===== config.mk =====
export PLATFORM = sky130hd
export DESIGN_NAME = var_bw_mul_sched_flat
export DESIGN_NICKNAME = d
export VERILOG_FILES = /design/src/rtl/var_bw_mul_pkg.sv /design/src/rtl/var_bw_mul_sched_if.sv /design/src/rtl/var_bw_mul_tag_pipe.sv /design/src/rtl/var_bw_mul_sched.sv /design/src/flat_wrapper.sv
export SDC_FILE = /design/constraint.sdc
export NUM_CORES = 1
export LEC_CHECK = 0
export BUFFER_PORTS_ARGS = -buffer_cell sky130_fd_sc_hd__buf_4
export CAP_MARGIN = 25
export CORE_ASPECT_RATIO = 0.9
export CORE_UTILIZATION = 51
export CTS_BUF_LIST = sky130_fd_sc_hd__clkbuf_4 sky130_fd_sc_hd__clkbuf_8 sky130_fd_sc_hd__clkbuf_16
export CTS_CLUSTER_DIAMETER = 80
export DETAILED_ROUTE_END_ITERATION = 7
export MAX_ROUTING_LAYER = met4
export PLACE_DENSITY = 0.86
export SLEW_MARGIN = 20
export SYNTH_ARGS = -nofsm -noshare
export SYNTH_HDL_FRONTEND = slang
export SYNTH_SLANG_ARGS = --single-unit

===== constraint.sdc =====
create_clock -name clk -period 6.44 [get_ports clk]
set_input_delay 0.966 -clock clk [delete_from_list [all_inputs] [get_ports clk]]
set_output_delay 0.966 -clock clk [all_outputs]
set_load 0.005 [all_outputs]

===== src/rtl/var_bw_mul_pkg.sv =====
// Shared definitions for the variable bit-width multiplier scheduler.
// Holds operand/product widths, the requester class enum used for
// round-robin arbitration, and the tag carried alongside each issue
// through the multiplier latency.
package var_bw_mul_pkg;

   localparam int W16 = 16;
   localparam int W8  = 8;
   localparam int WP  = 32;

   // Requester class that received the most recent grant
   typedef enum logic {
      CLS_16 = 1'b0,
      CLS_8  = 1'b1
   } cls_e;

   // One in-flight op: valid, parallel mode, and which lanes it serves
   typedef struct packed {
      logic vld;
      logic para;
      logic l0;
      logic l1;
   } tag_t;

endpackage


===== src/rtl/var_bw_mul_sched_if.sv =====
// Bus bundle for var_bw_mul_sched.
// Carries the three request handshakes (16-bit port, 8-bit lanes 0/1),
// the issue path toward the shared multiplier, the product return,
// the per-requester responses and the packed-issue counter.
// slave  : the scheduler's view (takes requests, drives issue/responses)
// master : the environment's view (requesters plus multiplier)
interface var_bw_mul_sched_if;
   import var_bw_mul_pkg::*;

   logic           en;
   logic           r16_vld;
   logic           r16_rdy;
   logic [W16-1:0] r16_a;
   logic [W16-1:0] r16_b;
   logic           r0_vld;
   logic           r0_rdy;
   logic [W8-1:0]  r0_a;
   logic [W8-1:0]  r0_b;
   logic           r1_vld;
   logic           r1_rdy;
   logic [W8-1:0]  r1_a;
   logic [W8-1:0]  r1_b;
   logic           mul_vld;
   logic           mul_para_mode;
   logic [W16-1:0] mul_a;
   logic [W16-1:0] mul_b;
   logic [WP-1:0]  mul_p;
   logic           rsp16_vld;
   logic [WP-1:0]  rsp16_p;
   logic           rsp0_vld;
   logic [W16-1:0] rsp0_p;
   logic           rsp1_vld;
   logic [W16-1:0] rsp1_p;
   logic [15:0]    cnt_pair;

   modport slave (
      input  en, r16_vld, r16_a, r16_b, r0_vld, r0_a, r0_b,
             r1_vld, r1_a, r1_b, mul_p,
      output r16_rdy, r0_rdy, r1_rdy, mul_vld, mul_para_mode, mul_a, mul_b,
             rsp16_vld, rsp16_p, rsp0_vld, rsp0_p, rsp1_vld, rsp1_p, cnt_pair
   );

   modport master (
      output en, r16_vld, r16_a, r16_b, r0_vld, r0_a, r0_b,
             r1_vld, r1_a, r1_b, mul_p,
      input  r16_rdy, r0_rdy, r1_rdy, mul_vld, mul_para_mode, mul_a, mul_b,
             rsp16_vld, rsp16_p, rsp0_vld, rsp0_p, rsp1_vld, rsp1_p, cnt_pair
   );

endinterface


===== src/rtl/var_bw_mul_tag_pipe.sv =====
// Tag delay line that follows each issue through the multiplier.
// Ports: clk, rst (synchronous clear of every stage), tag_in (tag of
// the op issued next cycle), tag_out (tag whose product is on mul_p now).
module var_bw_mul_tag_pipe
   import var_bw_mul_pkg::*;
#(
   parameter int DEPTH = 1
) (
   input  logic clk,
   input  logic rst,
   input  tag_t tag_in,
   output tag_t tag_out
);

   tag_t stage [DEPTH];

   // Plain shift register; a reset wipes every stage so ops already in
   // flight can never surface as responses afterwards.
   always_ff @(posedge clk) begin
      if (rst) begin
         for (int i = 0; i < DEPTH; i++) begin
            stage[i] <= '0;
         end
      end else begin
         stage[0] <= tag_in;
         for (int i = 1; i < DEPTH; i++) begin
            stage[i] <= stage[i-1];
         end
      end
   end

   assign tag_out = stage[DEPTH-1];

endmodule


===== src/rtl/var_bw_mul_sched.sv =====
// Issue scheduler for the shared variable bit-width multiplier.
// Ports: clk, rst (sync, active-high), bus (slave side of
// var_bw_mul_sched_if: three request handshakes, multiplier issue/product,
// per-requester responses, cnt_pair).
// Lane 0/1 requests are packed into one parallel-mode issue when both are
// present; a lone lane waits up to PACK_WAIT cycles for a partner. The
// 16-bit and 8-bit classes alternate when both are eligible.
module var_bw_mul_sched
   import var_bw_mul_pkg::*;
#(
   parameter int MUL_LAT   = 0,
   parameter int PACK_WAIT = 2
) (
   input  logic clk,
   input  logic rst,
   var_bw_mul_sched_if.slave bus
);

   localparam int WCW = (PACK_WAIT < 1) ? 1 : $clog2(PACK_WAIT + 1);
   localparam logic [WCW-1:0] WAIT_MAX = WCW'(PACK_WAIT);

   cls_e           last_class;
   cls_e           last_class_nxt;
   logic [WCW-1:0] wcnt;
   logic [WCW-1:0] wcnt_nxt;
   logic           grant16;
   logic           grant8;
   logic           lane_any;
   logic           lane_one;
   logic           lane_two;
   logic           elig16;
   logic           elig8;
   logic [W8-1:0]  lane0_a;
   logic [W8-1:0]  lane0_b;
   logic [W8-1:0]  lane1_a;
   logic [W8-1:0]  lane1_b;
   tag_t           tag_in;
   tag_t           tail;

   logic           mul_vld_q;
   logic           para_q;
   logic [W16-1:0] a_q;
   logic [W16-1:0] b_q;
   logic [15:0]    cnt_pair_q;
   logic           rsp16_vld_q;
   logic [WP-1:0]  rsp16_p_q;
   logic           rsp0_vld_q;
   logic [W16-1:0] rsp0_p_q;
   logic           rsp1_vld_q;
   logic [W16-1:0] rsp1_p_q;

   assign lane_any = bus.r0_vld | bus.r1_vld;
   assign lane_one = bus.r0_vld ^ bus.r1_vld;
   assign lane_two = bus.r0_vld & bus.r1_vld;
   assign elig16   = bus.r16_vld;
   assign elig8    = lane_two | (lane_one & (wcnt == WAIT_MAX));

   // Unused half of a parallel issue is forced to zero.
   assign lane0_a = bus.r0_vld ? bus.r0_a : 8'h00;
   assign lane0_b = bus.r0_vld ? bus.r0_b : 8'h00;
   assign lane1_a = bus.r1_vld ? bus.r1_a : 8'h00;
   assign lane1_b = bus.r1_vld ? bus.r1_b : 8'h00;

   // Arbitration state: which class won last, and how long a lone lane
   // has been waiting for a partner.
   always_ff @(posedge clk) begin
      if (rst) begin
         last_class <= CLS_8;
         wcnt       <= '0;
      end else begin
         last_class <= last_class_nxt;
         wcnt       <= wcnt_nxt;
      end
   end

   // Next arbitration state. The wait counter is frozen while grants are
   // disabled so a lone lane does not age while the scheduler is paused.
   always_comb begin
      last_class_nxt = last_class;
      wcnt_nxt       = wcnt;
      if (grant16) begin
         last_class_nxt = CLS_16;
      end else if (grant8) begin
         last_class_nxt = CLS_8;
      end
      if (bus.en) begin
         if (grant8 || !lane_any) begin
            wcnt_nxt = '0;
         end else if (lane_one && (wcnt != WAIT_MAX)) begin
            wcnt_nxt = wcnt + WCW'(1);
         end
      end
   end

   // Grant decision: a lone eligible class wins outright, a tie goes to
   // the class that did not win last time.
   always_comb begin
      grant16 = 1'b0;
      grant8  = 1'b0;
      if (bus.en && !rst) begin
         if (elig16 && elig8) begin
            if (last_class == CLS_8) begin
               grant16 = 1'b1;
            end else begin
               grant8 = 1'b1;
            end
         end else if (elig16) begin
            grant16 = 1'b1;
         end else if (elig8) begin
            grant8 = 1'b1;
         end
      end
   end

   assign bus.r16_rdy = grant16;
   assign bus.r0_rdy  = grant8 & bus.r0_vld;
   assign bus.r1_rdy  = grant8 & bus.r1_vld;

   assign tag_in.vld  = grant16 | grant8;
   assign tag_in.para = grant8;
   assign tag_in.l0   = grant8 & bus.r0_vld;
   assign tag_in.l1   = grant8 & bus.r1_vld;

   // Issue register: operands captured on the accept cycle and presented
   // to the multiplier the following cycle; held when nothing issues.
   always_ff @(posedge clk) begin
      if (rst) begin
         mul_vld_q  <= 1'b0;
         para_q     <= 1'b0;
         a_q        <= '0;
         b_q        <= '0;
         cnt_pair_q <= '0;
      end else begin
         mul_vld_q <= grant16 | grant8;
         if (grant16) begin
            para_q <= 1'b0;
            a_q    <= bus.r16_a;
            b_q    <= bus.r16_b;
         end else if (grant8) begin
            para_q <= 1'b1;
            a_q    <= {lane1_a, lane0_a};
            b_q    <= {lane1_b, lane0_b};
         end
         if (grant8 && lane_two && (cnt_pair_q != 16'hFFFF)) begin
            cnt_pair_q <= cnt_pair_q + 16'd1;
         end
      end
   end

   var_bw_mul_tag_pipe #(
      .DEPTH (MUL_LAT + 1)
   ) u_tag_pipe (
      .clk     (clk),
      .rst     (rst),
      .tag_in  (tag_in),
      .tag_out (tail)
   );

   // Response capture: the tag leaving the pipe says whose product is on
   // mul_p this cycle; result registers hold between pulses.
   always_ff @(posedge clk) begin
      if (rst) begin
         rsp16_vld_q <= 1'b0;
         rsp16_p_q   <= '0;
         rsp0_vld_q  <= 1'b0;
         rsp0_p_q    <= '0;
         rsp1_vld_q  <= 1'b0;
         rsp1_p_q    <= '0;
      end else begin
         rsp16_vld_q <= tail.vld & ~tail.para;
         rsp0_vld_q  <= tail.vld & tail.para & tail.l0;
         rsp1_vld_q  <= tail.vld & tail.para & tail.l1;
         if (tail.vld && !tail.para) begin
            rsp16_p_q <= bus.mul_p;
         end
         if (tail.vld && tail.para && tail.l0) begin
            rsp0_p_q <= bus.mul_p[W16-1:0];
         end
         if (tail.vld && tail.para && tail.l1) begin
            rsp1_p_q <= bus.mul_p[WP-1:W16];
         end
      end
   end

   assign bus.mul_vld       = mul_vld_q;
   assign bus.mul_para_mode = para_q;
   assign bus.mul_a         = a_q;
   assign bus.mul_b         = b_q;
   assign bus.cnt_pair      = cnt_pair_q;
   assign bus.rsp16_vld     = rsp16_vld_q;
   assign bus.rsp16_p       = rsp16_p_q;
   assign bus.rsp0_vld      = rsp0_vld_q;
   assign bus.rsp0_p        = rsp0_p_q;
   assign bus.rsp1_vld      = rsp1_vld_q;
   assign bus.rsp1_p        = rsp1_p_q;

endmodule

===== src/flat_wrapper.sv =====
// flat-port wrapper written by rule: the top's interface ports become plain ports
module var_bw_mul_sched_flat import var_bw_mul_pkg::*;
#(
   parameter int MUL_LAT   = 0,
   parameter int PACK_WAIT = 2
)
  (clk, rst, bus_en, bus_r16_vld, bus_r16_a, bus_r16_b, bus_r0_vld, bus_r0_a, bus_r0_b, bus_r1_vld, bus_r1_a, bus_r1_b, bus_mul_p, bus_r16_rdy, bus_r0_rdy, bus_r1_rdy, bus_mul_vld, bus_mul_para_mode, bus_mul_a, bus_mul_b, bus_rsp16_vld, bus_rsp16_p, bus_rsp0_vld, bus_rsp0_p, bus_rsp1_vld, bus_rsp1_p, bus_cnt_pair);
  var_bw_mul_sched_if bus_i ();
  input  logic clk;
  input  logic rst;
  input wire logic [$bits(bus_i.en)-1:0] bus_en;
  input wire logic [$bits(bus_i.r16_vld)-1:0] bus_r16_vld;
  input wire logic [$bits(bus_i.r16_a)-1:0] bus_r16_a;
  input wire logic [$bits(bus_i.r16_b)-1:0] bus_r16_b;
  input wire logic [$bits(bus_i.r0_vld)-1:0] bus_r0_vld;
  input wire logic [$bits(bus_i.r0_a)-1:0] bus_r0_a;
  input wire logic [$bits(bus_i.r0_b)-1:0] bus_r0_b;
  input wire logic [$bits(bus_i.r1_vld)-1:0] bus_r1_vld;
  input wire logic [$bits(bus_i.r1_a)-1:0] bus_r1_a;
  input wire logic [$bits(bus_i.r1_b)-1:0] bus_r1_b;
  input wire logic [$bits(bus_i.mul_p)-1:0] bus_mul_p;
  output wire logic [$bits(bus_i.r16_rdy)-1:0] bus_r16_rdy;
  output wire logic [$bits(bus_i.r0_rdy)-1:0] bus_r0_rdy;
  output wire logic [$bits(bus_i.r1_rdy)-1:0] bus_r1_rdy;
  output wire logic [$bits(bus_i.mul_vld)-1:0] bus_mul_vld;
  output wire logic [$bits(bus_i.mul_para_mode)-1:0] bus_mul_para_mode;
  output wire logic [$bits(bus_i.mul_a)-1:0] bus_mul_a;
  output wire logic [$bits(bus_i.mul_b)-1:0] bus_mul_b;
  output wire logic [$bits(bus_i.rsp16_vld)-1:0] bus_rsp16_vld;
  output wire logic [$bits(bus_i.rsp16_p)-1:0] bus_rsp16_p;
  output wire logic [$bits(bus_i.rsp0_vld)-1:0] bus_rsp0_vld;
  output wire logic [$bits(bus_i.rsp0_p)-1:0] bus_rsp0_p;
  output wire logic [$bits(bus_i.rsp1_vld)-1:0] bus_rsp1_vld;
  output wire logic [$bits(bus_i.rsp1_p)-1:0] bus_rsp1_p;
  output wire logic [$bits(bus_i.cnt_pair)-1:0] bus_cnt_pair;
  assign bus_i.en = bus_en;
  assign bus_i.r16_vld = bus_r16_vld;
  assign bus_i.r16_a = bus_r16_a;
  assign bus_i.r16_b = bus_r16_b;
  assign bus_i.r0_vld = bus_r0_vld;
  assign bus_i.r0_a = bus_r0_a;
  assign bus_i.r0_b = bus_r0_b;
  assign bus_i.r1_vld = bus_r1_vld;
  assign bus_i.r1_a = bus_r1_a;
  assign bus_i.r1_b = bus_r1_b;
  assign bus_i.mul_p = bus_mul_p;
  assign bus_r16_rdy = bus_i.r16_rdy;
  assign bus_r0_rdy = bus_i.r0_rdy;
  assign bus_r1_rdy = bus_i.r1_rdy;
  assign bus_mul_vld = bus_i.mul_vld;
  assign bus_mul_para_mode = bus_i.mul_para_mode;
  assign bus_mul_a = bus_i.mul_a;
  assign bus_mul_b = bus_i.mul_b;
  assign bus_rsp16_vld = bus_i.rsp16_vld;
  assign bus_rsp16_p = bus_i.rsp16_p;
  assign bus_rsp0_vld = bus_i.rsp0_vld;
  assign bus_rsp0_p = bus_i.rsp0_p;
  assign bus_rsp1_vld = bus_i.rsp1_vld;
  assign bus_rsp1_p = bus_i.rsp1_p;
  assign bus_cnt_pair = bus_i.cnt_pair;
  var_bw_mul_sched #(.MUL_LAT(MUL_LAT), .PACK_WAIT(PACK_WAIT)) u_core (.clk(clk), .rst(rst), .bus(bus_i));
endmodule

== Word level (Yosys, flattened, before mapping) ==
Memory sizes are Yosys's and may differ from the RTL's.
Index checks and enable logic that the tools add are counted.
Storage, ports and cells
  bits in registers: 120
  bits in writable memories: 4
  input port bits: 102
  output and inout bits: 120
  logic and storage cells: 76
  memories kept: 1
Memory list
  u_core.u_tag_pipe.stage: words 1, width 4, rd ports 1, clocked after Yosys merged registers in 0, write ports 1, RTL line var_bw_mul_tag_pipe.sv:15  | tag_t stage [DEPTH];
Operators by class
  $add $sub $neg: 2
  equality and inequality tests: 3
  multiplexer cells: 26
  bitwise gates (word level): 13
  reductions and logical operators: 18
Operators with widths (count)
  16-bit two-way mux: 4
  8-bit two-way mux: 4
  16-bit by 1-bit adder with 16-bit output (second input constant): 1
  16-bit inequality test (second input constant): 1
  1-bit two-way mux: 15
  1-bit logical AND: 9
  1-bit bitwise AND: 8
  2-bit two-way mux: 2
  4-bit two-way mux: 1
  2-bit nonzero test: 2
  4-bit OR reduction: 1
  1-bit logical NOT: 3
  1-bit OR: 3
  2-bit by 1-bit adder with 2-bit output (second input constant): 1
  2-bit equality test (second input constant): 1
  2-bit inequality test (second input constant): 1
  2-bit AND reduction: 1
  2-bit OR reduction: 1
  1-bit logical OR: 1
  1-bit NOT: 1
  1-bit bitwise XOR: 1

== Longest topological paths before layout ==
  depth in word-level cells: 10
  gate-level depth with buffers: 10
  depth with buffers taken out: 7

== Hierarchy ==
From an unflattened synthesis, not the netlist that was laid out.
Second synthesis, totals
  cell total of the unflattened synthesis: 617
  area, all modules: 4958.5 um^2
Modules (own cells, without submodules)
  var_bw_mul_sched: times used 1, cells an instance 609, area an instance 4853.4 um^2, seq. area each 2402.3 um^2
  var_bw_mul_tag_pipe: times used 1, cells an instance 8, area an instance 105.1 um^2, seq. area each 80.1 um^2

== Worst setup path before layout ==
OpenSTA, ideal clock, no wires.
  path type: input-to-output
  start: input port bus_r1_vld
  end: output port bus_r16_rdy
  arrival: 2629 ps
  data required time: 5474 ps
  path slack: 2845 ps
  stages: 8
  buffers on the path: 3
  path through: clkbuf_1 > clkbuf_1 > inv_1 > ha_1 > a21oi_1 > o211ai_2 > inv_2 > buf_2
Between the ends
  cells in the longest elaborated chain, start to end: 6
  elaborated cells between the ends (all ways): 7
  classes of those cells: 2 x mux; 4 x bitwise; 1 x reduce/logical
Ends and longest elaborated chain
  start, declared: RTL line flat_wrapper.sv:18  | input wire logic [$bits(bus_i.r1_vld)-1:0] bus_r1_vld;
  1-bit bitwise XOR: RTL line var_bw_mul_sched.sv:53  | assign lane_one = bus.r0_vld ^ bus.r1_vld;
  1-bit bitwise AND: RTL line var_bw_mul_sched.sv:56  | assign elig8 = lane_two | (lane_one & (wcnt == WAIT_MAX));
  1-bit OR (*): RTL line var_bw_mul_sched.sv:56
  1-bit logical AND (*): RTL line var_bw_mul_sched.sv:101  | if (elig16 && elig8) begin
  1-bit two-way mux (*): RTL line var_bw_mul_sched.sv:101
  1-bit two-way mux (*): RTL line var_bw_mul_sched.sv:100  | if (bus.en && !rst) begin
  end, declared: RTL line flat_wrapper.sv:22  | output wire logic [$bits(bus_i.r16_rdy)-1:0] bus_r16_rdy;
Mark *: on every way between the ends. The rest lies on a longest branch, timed or not.

== Final worst setup path ==
Ends and elaborated chain as after synthesis.

==> summary.txt <==
Floorplanning
  • Full die area: between 10,000 and 15,000 µm²
  • Die extent in y: 95.50 µm
  • Starting Density: 0.5332
  • Core Footprint: slightly above 9000 µm²
  • Io pins: around 220
  • Std-Cell Rows: 33
  • DIE WIDTH: about 110 µm

Timing
  • Tmin final: roughly 3.8 ns
  • Final hold vios: 0
  • PnR worst setup slack: 2.618 ns
  • Fmax: 261.7 MHz
  • Fin Setup TNS: 0 ns
  • Max Transition Viols Final: 0
  • Tightest Pin Transition: 0.8425 ns
  • Final Cycle Share: 0.5934
  • RSZ-0062 raised after global routing: no
  • Final Skew: approximately 0.017 ns
  • Final setup fails: 0
  • Worst rel slew slack: 0.4383

Power
  • Total power: 2.059 mW
  • Seq pwr share: 0.392
  • Net switching power figure: around 0.45 mW
  • Logic pwr share: 0.091
  • Clock share of power: 0.516
  • Leak: around 3.1 nW
  • VDD IR max: 175.0 µV
  • Int Power: roughly 1.6 mW
  • Switching share of power: 0.2193
  • Power Density: around 280 nW/µm²

Synthesis
  • Leading area contributor after synthesis: dfxtp_1
  • Top cell type's share of synthesized area: 0.4971
  • Synthesis-stage register bit count: ~120
  • Syn. warnings: 0
  • Synth async-reset ratio: 0
  • Number of enable flip-flop cells after synthesis: 0
  • Post-Syn Area: 4954 µm²
  • Sequential fraction of the synthesis area: 0.4971
  • Post-synth top flop: dfxtp_1
  • Synthesized Nets: a little over 700
  • Post-Syn Instances: a little over 600
  • Netlist cell types: 42
  • Largest cells by area after synthesis: dfxtp_1, nand2_1, a21oi_1, a311oi_1, nand3_1
  • Syn_area_per_cell: a little over 8 µm²

Critical path
  • Reg2Reg Launch Point: u_core.wcnt[0]
  • Max Fanout on Critical Path: 33
  • Nature of the critical path startpoint: input pin
  • Critical path class: input pin to output port
  • Critical path required time: ~5.5 ns
  • R2R depth: 7
  • R2R Path End: u_core.bus.mul_b[7]
  • Worst EP arrival: approximately 2.9 ns
  • Worst reg-to-reg setup slack: around 4.2 ns
  • Setup crit end kind: output port

Detailed routing
  • Vias per inst: about 5.6
  • Antenna-violating nets left: 0
  • Via count: 5,249
  • Drt pass-1 iters: 6
  • Post-DR wirelength/cell: 15.80 µm
  • DR iter-0 viols: between 200 and 300
  • DRC: 0
  • Final wirelength: 14.82 mm

Clock network
  • CTS Sinks: 123
  • Total CTS buffers: 17
  • Post-CTS setup buffer count: 0
  • Clk pin slew, worst setup/hold paths: approximately 0.050 ns
  • Max Root-Sink Buffers: 2
  • H-tree depth: 4
  • Hold Buf Count CTS: 0
  • Skew-Pair Late Insertion Delay: slightly above 0.5 ns
  • Cts repair resizes: 0
  • Clock root cell: clkbuf_8
  • CTS tree: done

Hold path
  • Worst Hold Endpoint: u_core.bus.rsp0_p[10]
  • Hold depth: 2
  • Worst hold start: u_core.bus.rsp0_p[10]
  • Hold WC Path Type: flop to flop

Place
  • Detailed placement HPWL: 9.990 mm
  • Final GP Congestion: about 0.87
  • Placed insts: approximately 910
  • Pre-CTS setup slack: 2.666 ns
  • # port buffers: 221
  • Placed instance area: 6628 µm²

Layout
  • Commonest non-fill, non-tap cells in the layout: buf_4, nand2_1, dfxtp_1
  • Non-Filler Instances: roughly 940
  • # diodes: 0
  • Share of cells above drive strength 1: 0.3309
  • Nets: 910
  • Post-route cell area: approximately 7300 µm²
  • Syn-to-layout area delta: 47.28%
  • Commonest non-fill, non-tap cell in the layout: buf_4

GRT
  • Initial antenna violation count: 0
  • Vias in the first global route: approximately 4,800
  • Largest net degree at the start of global routing: 84
  • First-pass GRT wire length: roughly 23 mm
  • Tot GR Track Use: 0.2933
  • Remaining Overflow, GRT: 0

Run status
  • Status: complete, no violations

Run
  • Maxcap violations: 0
[worst max-delay path, cell delays in order]
cell and delay [ns]:
buf_4 0.22, inv_1 0.08, ha_1 0.32, a21oi_1 0.44, o211ai_2 0.15, inv_2 0.45, buf_4 0.21
[flip-flops by register name, indices dropped and copies added, names as in the netlist]
name / count
u_core.bus.rsp1_p: 16
u_core.bus.rsp16_vld: 1
u_core.bus.mul_a: 16
u_core.bus.mul_b: 16
u_core.last_class: 1
u_core.bus.cnt_pair: 16
u_core.bus.rsp0_p: 16
u_core.bus.rsp0_vld: 1
u_core.bus.rsp16_p: 32
u_core.bus.mul_para_mode: 1
u_core.wcnt: 2
u_core.u_tag_pipe.stage: 4
u_core.bus.rsp1_vld: 1
[power groups by stage]
stage          registers, mW  logic (mW)  clock network, mW
2_1_floorplan          0.822      0.0734                  0
3_3_place_gp           0.822       0.182                  0
3_5_place_dp           0.823       0.186                  0
4_1_cts                0.808       0.188               1.07
5_1_grt                0.810       0.205               1.11
6_report               0.808       0.188               1.06
[Yosys cell counts, types with 3 or more instances]
cell type  count
and3_1         5
inv_1          6
and4_1         4
o211ai_1       3
buf_2          4
dfxtp_1      123
nand2_1      162
nor2_1        37
clkbuf_1      36
o31ai_1        6
mux2i_1        7
ha_1           4
nand2b_1       9
a311oi_1      32
nor2b_1        4
nand4_1        6
and2_1         7
or4_1          6
nand3_1       37
buf_1          4
a21oi_1       72
[metal layers]
layer	global-route usage	up-vias	wire, µm
li1	-	2497	-
met1	0.3397	2455	6082
met2	0.4886	263	7354
met3	0.07519	34	1022
met4	0.1215	0	364
met5	-	-	0
[metrics by stage]
step,hold slack (ns),utilization
floorplan,0.4243,-
global placement,0.4341,0.7134
detailed placement,0.4472,0.7134
CTS,0.4548,0.7853
global route,0.4801,0.7853
finish,0.4562,0.7853
[logic make-up (layout without fill, tap and decap cells)]
logic type | Yosys count | after routing | share of synthesized area
multiplexers | 9 | 9 | 0.01869
AO/OA/AOI/OAI | 126 | 126 | 0.1662
AND/OR/NAND/NOR | 288 | 288 | 0.2629
flip-flops | 123 | 123 | 0.4971
adder cells (fa/ha/maj) | 4 | 4 | 0.01010
buffers and inverters | 54 | 266 | 0.04496
[how the worst max path moves through the flow]
stage | depth (start not counted) | startpoint | endpoint | slack, ns
global placement | 7 | bus_r1_vld | bus_r16_rdy | 2.76
global route | 7 | bus_r1_vld | bus_r16_rdy | 2.46
CTS | 7 | bus_r1_vld | bus_r16_rdy | 2.63
finish | 7 | bus_r1_vld | bus_r16_rdy | 2.62
floorplan | 8 | bus_r1_vld | bus_r16_rdy | 2.85
detailed placement | 7 | bus_r1_vld | bus_r16_rdy | 2.67
[final cells by class]
| type | instances | area, µm² |
|---|---|---|
| inverters | 8 | 30.03 |
| flip-flops and latches | 123 | 2462 |
| well taps | 122 | 152.6 |
| repair buffers | 227 | 1704 |
| fillers | 619 | 1994 |
| multi-input cells | 427 | 2278 |
| clock inverters | 13 | 240.2 |
| clock buffers | 18 | 427.9 |
No activity file was read; power rests on OpenSTA's default activity.
